## src/rtl/usb_serial_cmd_bridge.sv

```systemverilog
// USB serial command bridge: drains host command bytes from the rx FIFO, runs one
// strobe/ack bus transaction and returns the response bytes through the tx FIFO.
// Optional bus ack timeout is enabled with USB_SERIAL_CMD_BRIDGE_TIMEOUT_EN.
module usb_serial_cmd_bridge #(
  parameter int unsigned ADDRWIDTH = 32,
  parameter int unsigned DATAWIDTH = 32,
  parameter int unsigned TIMEOUT   = 1024
) (
  input  logic                 clk_i,
  input  logic                 rst_n_i,
  output logic                 rx_pop_o,
  input  logic [7:0]           rx_data_i,
  input  logic                 rx_empty_i,
  output logic                 tx_push_o,
  output logic [7:0]           tx_data_o,
  input  logic                 tx_full_i,
  output logic                 bus_stb_o,
  output logic                 bus_we_o,
  output logic [ADDRWIDTH-1:0] bus_addr_o,
  output logic [DATAWIDTH-1:0] bus_data_o,
  input  logic [DATAWIDTH-1:0] bus_data_i,
  input  logic                 bus_ack_i,
  output logic                 busy_o
);

  localparam int unsigned ABYTES = ADDRWIDTH / 8;
  localparam int unsigned DBYTES = DATAWIDTH / 8;
  localparam int unsigned MAXB   = (ABYTES > DBYTES) ? ABYTES : DBYTES;
  localparam int unsigned CW     = $clog2(MAXB) + 1;

  localparam logic [CW-1:0] ALAST = CW'(ABYTES - 1);
  localparam logic [CW-1:0] DLAST = CW'(DBYTES - 1);

  localparam logic [7:0] CMD_WR  = 8'h01;
  localparam logic [7:0] CMD_RD  = 8'h02;
  localparam logic [7:0] RSP_WR  = 8'hA5;
  localparam logic [7:0] RSP_BAD = 8'hEE;

  localparam logic [2:0] S_IDLE  = 3'd0;
  localparam logic [2:0] S_ADDR  = 3'd1;
  localparam logic [2:0] S_WDATA = 3'd2;
  localparam logic [2:0] S_BUS   = 3'd3;
  localparam logic [2:0] S_RESP  = 3'd4;

  logic [1:0]           rst_sync_q;
  logic                 rst_n;
  logic [2:0]           state_q;
  logic [2:0]           state_d;
  logic [CW-1:0]        cnt_q;
  logic [CW-1:0]        resp_last_q;
  logic [DATAWIDTH-1:0] resp_q;
  logic [ADDRWIDTH-1:0] addr_q;
  logic [DATAWIDTH-1:0] wdata_q;
  logic                 we_q;
  logic                 stb_q;
  logic                 busy_q;
  logic                 cmd_ok;
  logic                 pop_c;
  logic                 push_c;

  // Reset asserts asynchronously and releases two clocks after rst_n_i rises.
  always_ff @(posedge clk_i or negedge rst_n_i) begin
    if (!rst_n_i) rst_sync_q <= 2'b00;
    else          rst_sync_q <= {rst_sync_q[0], 1'b1};
  end
  assign rst_n = rst_sync_q[1];

  assign cmd_ok = (rx_data_i == CMD_WR) || (rx_data_i == CMD_RD);

`ifdef USB_SERIAL_CMD_BRIDGE_TIMEOUT_EN
  localparam int unsigned   TW    = $clog2(TIMEOUT) + 1;
  localparam logic [TW-1:0] TLAST = TW'(TIMEOUT - 1);
  localparam logic [7:0]    RSP_TMO = 8'hE0;

  logic [TW-1:0] tmo_q;
  logic          tmo_hit;

  // Ack wait counter, cleared whenever the bus phase is not active.
  always_ff @(posedge clk_i or negedge rst_n) begin
    if (!rst_n)                tmo_q <= '0;
    else if (state_q != S_BUS) tmo_q <= '0;
    else if (!bus_ack_i)       tmo_q <= tmo_q + TW'(1);
  end

  assign tmo_hit = (state_q == S_BUS) && !bus_ack_i && (tmo_q == TLAST);
`else
  // TIMEOUT has no effect without the timeout feature.
  logic unused_timeout;
  assign unused_timeout = (TIMEOUT < 2);
`endif

  // State register.
  always_ff @(posedge clk_i or negedge rst_n) begin
    if (!rst_n) state_q <= S_IDLE;
    else        state_q <= state_d;
  end

  // Next state and the FIFO handshake strobes.
  always_comb begin
    state_d = state_q;
    pop_c   = 1'b0;
    push_c  = 1'b0;
    case (state_q)
      S_IDLE: begin
        if (!rx_empty_i) begin
          pop_c   = 1'b1;
          state_d = cmd_ok ? S_ADDR : S_RESP;
        end
      end
      S_ADDR: begin
        if (!rx_empty_i) begin
          pop_c = 1'b1;
          if (cnt_q == ALAST) state_d = we_q ? S_WDATA : S_BUS;
        end
      end
      S_WDATA: begin
        if (!rx_empty_i) begin
          pop_c = 1'b1;
          if (cnt_q == DLAST) state_d = S_BUS;
        end
      end
      S_BUS: begin
        if (bus_ack_i) state_d = S_RESP;
`ifdef USB_SERIAL_CMD_BRIDGE_TIMEOUT_EN
        else if (tmo_hit) state_d = S_RESP;
`endif
      end
      S_RESP: begin
        if (!tx_full_i) begin
          push_c = 1'b1;
          if (cnt_q == resp_last_q) state_d = S_IDLE;
        end
      end
      default: state_d = S_IDLE;
    endcase
  end

  // FIFO strobes are silenced while the bridge is held in reset.
  assign rx_pop_o  = pop_c & rst_n;
  assign tx_push_o = push_c & rst_n;

  // Byte counter, command fields and the outgoing response bytes.
  always_ff @(posedge clk_i or negedge rst_n) begin
    if (!rst_n) begin
      cnt_q       <= '0;
      resp_last_q <= '0;
      resp_q      <= '0;
      addr_q      <= '0;
      wdata_q     <= '0;
      we_q        <= 1'b0;
      stb_q       <= 1'b0;
      busy_q      <= 1'b0;
    end else begin
      stb_q  <= (state_d == S_BUS);
      busy_q <= (state_d != S_IDLE);

      if (state_d != state_q)  cnt_q <= '0;
      else if (pop_c || push_c) cnt_q <= cnt_q + CW'(1);

      case (state_q)
        S_IDLE: begin
          if (pop_c) begin
            if (cmd_ok) begin
              we_q <= (rx_data_i == CMD_WR);
            end else begin
              resp_q      <= DATAWIDTH'(RSP_BAD);
              resp_last_q <= '0;
            end
          end
        end
        S_ADDR: begin
          if (pop_c) begin
            for (int unsigned i = 0; i < ABYTES; i++) begin
              if (cnt_q == CW'(i)) addr_q[i*8 +: 8] <= rx_data_i;
            end
          end
        end
        S_WDATA: begin
          if (pop_c) begin
            for (int unsigned i = 0; i < DBYTES; i++) begin
              if (cnt_q == CW'(i)) wdata_q[i*8 +: 8] <= rx_data_i;
            end
          end
        end
        S_BUS: begin
          if (bus_ack_i) begin
            if (we_q) begin
              resp_q      <= DATAWIDTH'(RSP_WR);
              resp_last_q <= '0;
            end else begin
              resp_q      <= bus_data_i;
              resp_last_q <= DLAST;
            end
          end
`ifdef USB_SERIAL_CMD_BRIDGE_TIMEOUT_EN
          else if (tmo_hit) begin
            resp_q      <= DATAWIDTH'(RSP_TMO);
            resp_last_q <= '0;
          end
`endif
        end
        S_RESP: begin
          // Shift the next response byte down; a stalled push holds it in place.
          if (push_c) resp_q <= resp_q >> 8;
        end
        default: ;
      endcase
    end
  end

  assign tx_data_o  = resp_q[7:0];
  assign bus_stb_o  = stb_q;
  assign bus_we_o   = we_q;
  assign bus_addr_o = addr_q;
  assign bus_data_o = wdata_q;
  assign busy_o     = busy_q;

endmodule

```

## config.mk

```make
export PLATFORM = sky130hd
export DESIGN_NAME = usb_serial_cmd_bridge
export DESIGN_NICKNAME = d
export VERILOG_FILES = /design/src/rtl/usb_serial_cmd_bridge.sv
export SDC_FILE = /design/constraint.sdc
export NUM_CORES = 1
export LEC_CHECK = 0
export ABC_CLOCK_PERIOD_IN_PS = 4000
export CORE_UTILIZATION = 57
export DETAILED_ROUTE_END_ITERATION = 10
export DONT_BUFFER_PORTS = 1
export PLACE_DENSITY_LB_ADDON = 0.08
export SYNTH_ARGS = -nofsm -noshare
export SYNTH_HDL_FRONTEND = slang
export SYNTH_SLANG_ARGS = --single-unit
```

## constraint.sdc

```tcl
create_clock -name clk_i -period 4 [get_ports clk_i]
set_clock_uncertainty 0.2 [all_clocks]
set_input_delay 0.8 -clock clk_i [delete_from_list [all_inputs] [get_ports clk_i]]
set_output_delay 0.8 -clock clk_i [all_outputs]
set_load 0.05 [all_outputs]
```

==> impl_metrics.env, run 1 <==
export IMPL_drive_above_1_share_pct=28.3
export IMPL_comb_power_share_pct=15.6
export IMPL_critPathKind="register to output port"
export IMPL_grt_pass1_vias=2875
export IMPL_via_per_inst=5.93
export IMPL_syn_area_sq_mm=0.00481
export IMPL_required_ns=3.00
export IMPL_clk_latency_ns=0.37
export IMPL_yosysSeqAreaShare_pct=56.2
export IMPL_max_slew_margin_pct=44.1
export IMPL_synth_fp_nets=429
export IMPL_drv_slew=0
export IMPL_yosysWarningCount=0
export IMPL_htreeDepth=3
export IMPL_nets=419
export IMPL_grt_pass1_wl_mm=15.5
export IMPL_wl_per_cell_um=20.7
export IMPL_cts_buffers_inserted=9
export IMPL_power_frac_clock_pct=28.6
export IMPL_status="finished clean"
export IMPL_vias=2841
export IMPL_rows=33
export IMPL_p_switching_w=0.000831
export IMPL_clk_pin_slew_ns=0.10
export IMPL_ys_seq_elements=108
export IMPL_setup_tns_ns=0
export IMPL_p_sw_share_pct=33.6
export IMPL_netlist_instances=379
export IMPL_yosys_area_top_type="dfrtp_1"
export IMPL_cts_buffer_depth=2
export IMPL_cts_tree="built"
export IMPL_vdd_drop_max_v=0.000185
export IMPL_area_delta_synth_final_pct=5.17
export IMPL_synthTopCellsByCount="108 x dfrtp_1, 75 x mux2_2, 26 x nand2_1, 23 x inv_1, 18 x a22o_1"
export IMPL_start_util_pct=58.9
export IMPL_antenna_found_initial=0
export IMPL_endpoint_kind="output port"
export IMPL_initialDrtViolationCount=174
export IMPL_synth_most_common_cell="dfrtp_1"
export IMPL_firstDrtPassIters=5
export IMPL_tightest_slew_ns=0.838
export IMPL_core_area_sq_mm=0.00818
export IMPL_synth_cell_types=47
export IMPL_rsz0062_at_grt="no"
export IMPL_design_area_sq_mm=0.00506
export IMPL_async_flop_share_pct=100
export IMPL_routabilityCongestion=0.781
export IMPL_synthTopCellsByArea="dfrtp_1 56%, mux2_2 18%, mux2i_1 3.3%, a22o_1 3.3%, nand2_1 2.0%"
export IMPL_p_per_area_mw_per_mm2=489
export IMPL_ys_flop_type="dfrtp_1"
export IMPL_critPathLaunchType="register"
export IMPL_placed_area_sq_mm=0.00483
export IMPL_p_int_w=0.00165
export IMPL_root_buffer="clkbuf_8"
export IMPL_place_hpwl_mm=6.88
export IMPL_hold_viol=0
export IMPL_synth_top_area_share_pct=56.2
export IMPL_dieArea_sq_mm=0.00881
export IMPL_ant_nets=0
export IMPL_pwr_share_seq_pct=55.8
export IMPL_grt_total_usage_pct=23.9
export IMPL_layout_min_cycle_time_ns=2.87
export IMPL_die_width_um=93.9
export IMPL_fmax_ghz=0.348
export IMPL_synth_area_per_cell_sq_um=12.7
export IMPL_cts_sinks=108
export IMPL_drc=0
export IMPL_pin_count=122
export IMPL_grt_remaining_overflow=0
export IMPL_wl_mm=9.90
export IMPL_cts_resized=0
export IMPL_grt_max_degree=59
export IMPL_holdCritPathClass="register to asynchronous set/reset pin"
export IMPL_critPathArrivalTime_ns=1.87
export IMPL_synth_edf_count=0
export IMPL_power_leakage_nw=2.49
export IMPL_n_antenna_cell=0
export IMPL_period_share_pct=71.8
export IMPL_crit_fanout=22
export IMPL_io_buffers=0
export IMPL_cap_violations=0
export IMPL_setup_viol=0
export IMPL_die_h_um=93.9
==> state kept, by name (all words and copies together) (netlist names) <==
name	cells
bus_stb_o	1
resp_last_q	1
rst_sync_q	2
busy_o	1
cnt_q	3
resp_q	32
bus_data_o	32
bus_addr_o	32
bus_we_o	1
state_q	3
==> power groups by stage <==
stage / registers (W) / clock network, W / logic [W]
floorplan: 0.00126 / 0 / 0.000508
global placement: 0.00140 / 0 / 0.000378
detailed placement: 0.00141 / 0 / 0.000390
CTS: 0.00138 / 0.000721 / 0.000392
global route: 0.00140 / 0.000765 / 0.000433
finish: 0.00138 / 0.000708 / 0.000386
==> worst max-delay path, stage by stage, from the launching register on <==
cell and delay (ns):
dfrtp_1 0.65, a211oi_1 0.38, and2_1 0.48
==> routing by layer <==
layer	up-vias	global-route usage, %	wire length [um]
li1	1304	-	-
met1	1431	30.5	4110
met2	98	38.3	4790
met3	8	7.28	881
met4	0	9.10	117
met5	-	0	0
==> cells by family (layout without fill, tap and decap cells) <==
group           after synthesis  after routing  share of synthesized area, %
compound gates               52             52                          7.96
buf+inv                      49             44                          4.97
fa+ha+maj                     5              5                          1.30
flops                       108            108                          56.2
other cells                   1              1                        0.0779
mux                          92             92                          21.1
simple gates                 70             70                          8.06
xor+xnor                      2              2                         0.364
==> placed cells by master, fill, tap and decap left out, types with 2 or more instances in the layout <==
master,instances
nand3_1,3
nand3b_1,2
inv_1,23
ha_1,5
a22o_1,18
nor2_1,8
mux2_2,75
nor2b_1,7
or3b_2,2
o21ai_0,13
clkinv_4,3
nor3_1,5
nand2_1,26
and2_1,2
o22ai_1,8
dfrtp_1,107
buf_4,4
a21oi_1,4
mux2i_1,16
and3_1,2
clkbuf_8,11
==> what timing repair did <==
item | 4_1_cts | 5_1_grt
hold buffers | 1 | 0
buffers inserted | 0 | 0
endpoints found under the hold margin | 2 | 0
==> metrics by stage <==
stage / hold WS, ns / total power, W / setup slack, ns / util (%) / std cells
6_report: 0.166 / 0.00248 / 1.13 / 61.9 / 479
5_1_grt: 0.184 / 0.00259 / 0.976 / 61.9 / 479
4_1_cts: 0.171 / 0.00250 / 1.11 / 61.9 / 479
3_5_place_dp: 0.143 / 0.00180 / 1.26 / 59.1 / 462
3_3_place_gp: 0.140 / 0.00178 / 1.32 / 59.1 / 462
2_1_floorplan: 0.131 / 0.00177 / 0.776 / - / 379
==> final cells by class <==
| type | count | area, sq um |
|---|---|---|
| clock buffers | 11 | 151 |
| clock inverters | 5 | 67.6 |
| fillers | 647 | 3110 |
| inverters | 23 | 86.3 |
| multi-input cells | 222 | 1880 |
| flip-flops and latches | 108 | 2710 |
| well taps | 105 | 131 |
| repair buffers | 5 | 40.0 |
==> final timing paths <==
check                              start             to  slack (ns)  depth (start not counted)
max reg2reg                   state_q[0]     resp_q[22]        1.45                          5
min reg2reg                rst_sync_q[1]     resp_q[30]        0.17                          0
max                           state_q[0]       rx_pop_o        1.13                          2
max in group asynchronous  rst_sync_q[1]  bus_data_o[6]        2.26                          1
min in group clk_i         rst_sync_q[0]  rst_sync_q[1]        0.17                          0
min                        rst_sync_q[1]     resp_q[30]        0.17                          0
No activity file was read; power rests on OpenSTA's default activity.
==> run 2, diff against run 1 <==
--- a/config.mk
+++ b/config.mk
@@ -5,8 +5,8 @@
 export SDC_FILE = /design/constraint.sdc
 export NUM_CORES = 1
 export LEC_CHECK = 0
-export ABC_CLOCK_PERIOD_IN_PS = 4000
-export CORE_UTILIZATION = 57
+export ABC_CLOCK_PERIOD_IN_PS = 2700
+export CORE_UTILIZATION = 63
 export DETAILED_ROUTE_END_ITERATION = 10
 export DONT_BUFFER_PORTS = 1
 export PLACE_DENSITY_LB_ADDON = 0.08
==> constraint.sdc (replaced) <==
create_clock -name clk_i -period 2.7 [get_ports clk_i]
set_clock_uncertainty 0.2 [all_clocks]
set_input_delay 0.54 -clock clk_i [delete_from_list [all_inputs] [get_ports clk_i]]
set_output_delay 0.54 -clock clk_i [all_outputs]
set_load 0.05 [all_outputs]
==> run 2 against run 1 <==
Combinational power up 63%; final cell count is 0.84% higher; global-route usage grew 2.7 points; non-clock buffer count grew 10; core utilization rose by 8.1 points; sequential power rose by 48%; final area increased by 1.4%; total power is 43% higher; hold slack worse by 0.075 ns; worst setup slack lost 0.94 ns; largest cell class unchanged; largest power group unchanged; highest routed layer unchanged.
==> impl_metrics.env, run 2 (synthesis results as in run 1) <==
export IMPL_grt_total_usage_pct=26.6
export IMPL_endpoint="tx_push_o"
export IMPL_nets=429
export IMPL_setup_tns_ns=0
export IMPL_wl_mm=9.84
export IMPL_ant_nets=0
export IMPL_required_ns=1.96
export IMPL_fmax_ghz=0.399
export IMPL_core_area_sq_mm=0.00733
export IMPL_die_h_um=89.4
export IMPL_cts_sinks=108
export IMPL_io_buffers=0
export IMPL_cts_buffers_inserted=9
export IMPL_final_common_cell="dfrtp_1"
export IMPL_cp_num_cells=3
export IMPL_holdCritPathClass="input port to register"
export IMPL_critPathKind="register to output port"
export IMPL_cts_buffer_depth=2
export IMPL_power_leakage_nw=2.52
export IMPL_status="finished clean"
export IMPL_start_util_pct=65.6
export IMPL_final_cell_mix="107 x dfrtp_1, 75 x mux2_2, 26 x nand2_1, 23 x inv_1, 18 x a22o_1"
export IMPL_clk_latency_ns=0.37
export IMPL_grt_pass1_vias=2946
export IMPL_holdWs_ns=0.0915
export IMPL_pin_count=122
export IMPL_regArea_sq_mm=0.00271
export IMPL_critPathLaunchType="register"
export IMPL_vias=2922
export IMPL_die_width_um=89.4
export IMPL_rows=31
export IMPL_layout_min_cycle_time_ns=2.51
export IMPL_htreeDepth=3
export IMPL_rsz0062_at_grt="no"
export IMPL_r2r_start="cnt_q[1]"
export IMPL_hold_viol=0
export IMPL_area_delta_synth_final_pct=6.60
export IMPL_fillers=524
export IMPL_firstDrtPassIters=4
export IMPL_root_buffer="clkbuf_8"
export IMPL_slowest_stage="dfrtp_1"
export IMPL_clk_pin_slew_ns=0.10
export IMPL_critPathArrivalTime_ns=1.77
export IMPL_drc=0
export IMPL_crit_fanout=16
export IMPL_antenna_found_initial=0
export IMPL_crit_start="state_q[2]"
export IMPL_dieArea_sq_mm=0.00799
export IMPL_endpoint_kind="output port"
export IMPL_post_cts_buffers=0
export IMPL_n_antenna_cell=0
export IMPL_path_buf_inv=1
export IMPL_r2r_end="bus_data_o[28]"
export IMPL_power_total_w=0.00355
export IMPL_cts_resized=0
export IMPL_grt_remaining_overflow=0
export IMPL_drive_above_1_share_pct=29.2
export IMPL_critPathMaxStageDelay_ns=0.70
export IMPL_tightest_slew_ns=0.839
export IMPL_cap_violations=0
export IMPL_critical_path_top_delay_family="flip-flops"
export IMPL_via_per_inst=6.05
export IMPL_routabilityCongestion=0.834
export IMPL_place_hpwl_mm=6.78
export IMPL_r2r_worst_path_cells=5
export IMPL_wl_per_cell_um=20.4
export IMPL_grt_pass1_wl_mm=15.3
export IMPL_whs_path_depth=2
export IMPL_setup_viol=0
export IMPL_p_per_area_mw_per_mm2=692
export IMPL_grt_max_degree=69
export IMPL_path_cells="nor3b_2 > and3_1 > buf_12"
export IMPL_r2r_slack_ns=0.31
export IMPL_cts_tree="built"
export IMPL_period_share_pct=92.9
export IMPL_hold_buffers=2
export IMPL_initialDrtViolationCount=157
export IMPL_multi_input_area_sq_mm=0.00188
export IMPL_vdd_drop_max_v=0.000440
export IMPL_drv_slew=0
export IMPL_max_slew_margin_pct=44.1
run 2: power by group:
| group | internal, W | leakage (nW) | switching [W] |
|---|---|---|---|
| registers | 0.00170 | 1.48 | 0.000333 |
| logic | 0.000272 | 0.959 | 0.000359 |
| clock network | 0.000346 | 0.0829 | 0.000539 |
| total | 0.00232 | 2.52 | 0.00123 |
run 2: worst min-delay path by stage:
stage,start,end,slack [ns]
4_1_cts,bus_data_i[28],resp_q[28],0.08
3_5_place_dp,rst_sync_q[1],cnt_q[2],-0.09
3_3_place_gp,rst_sync_q[1],cnt_q[2],-0.1
2_1_floorplan,rst_n_i,rst_sync_q[0],0.04
6_report,bus_data_i[31],resp_q[31],0.09
5_1_grt,bus_data_i[31],resp_q[31],0.08
run 2: stage by stage:
stage	setup WS, ns	util, %	instances	cell area, sq um
floorplan	0.140	-	379	4820
CTS	0.185	70.0	483	5130
finish	0.191	70.0	483	5130
global placement	0.378	67.4	465	4940
global route	0.117	70.0	483	5130
detailed placement	0.291	67.4	465	4940
run 2: cell type report:
type	instances	area share, %
flip-flops and latches	108	52.8
clock inverters	4	0.634
clock buffers	12	2.63
inverters	23	1.68
multi-input cells	222	36.6
well taps	99	2.41
repair buffers	15	3.27
run 2: worst reg2reg max path: stages, from the launching register on:
cell	delay (ns)
dfrtp_1	0.46
ha_1	0.19
ha_1	0.18
nor2b_1	0.28
and4_1	0.59
mux2_2	0.40
run 2: layer usage:
metal | up-vias | routed length (um) | global-route usage (%) | share of wire, %
met3 | 24 | 773 | 7.48 | 7.9
met1 | 1469 | 4040 | 31.9 | 41
met4 | 0 | 328 | 15.0 | 3.3
li1 | 1321 | - | - | -
met2 | 108 | 4690 | 43.5 | 48
met5 | - | 0 | 0 | 0
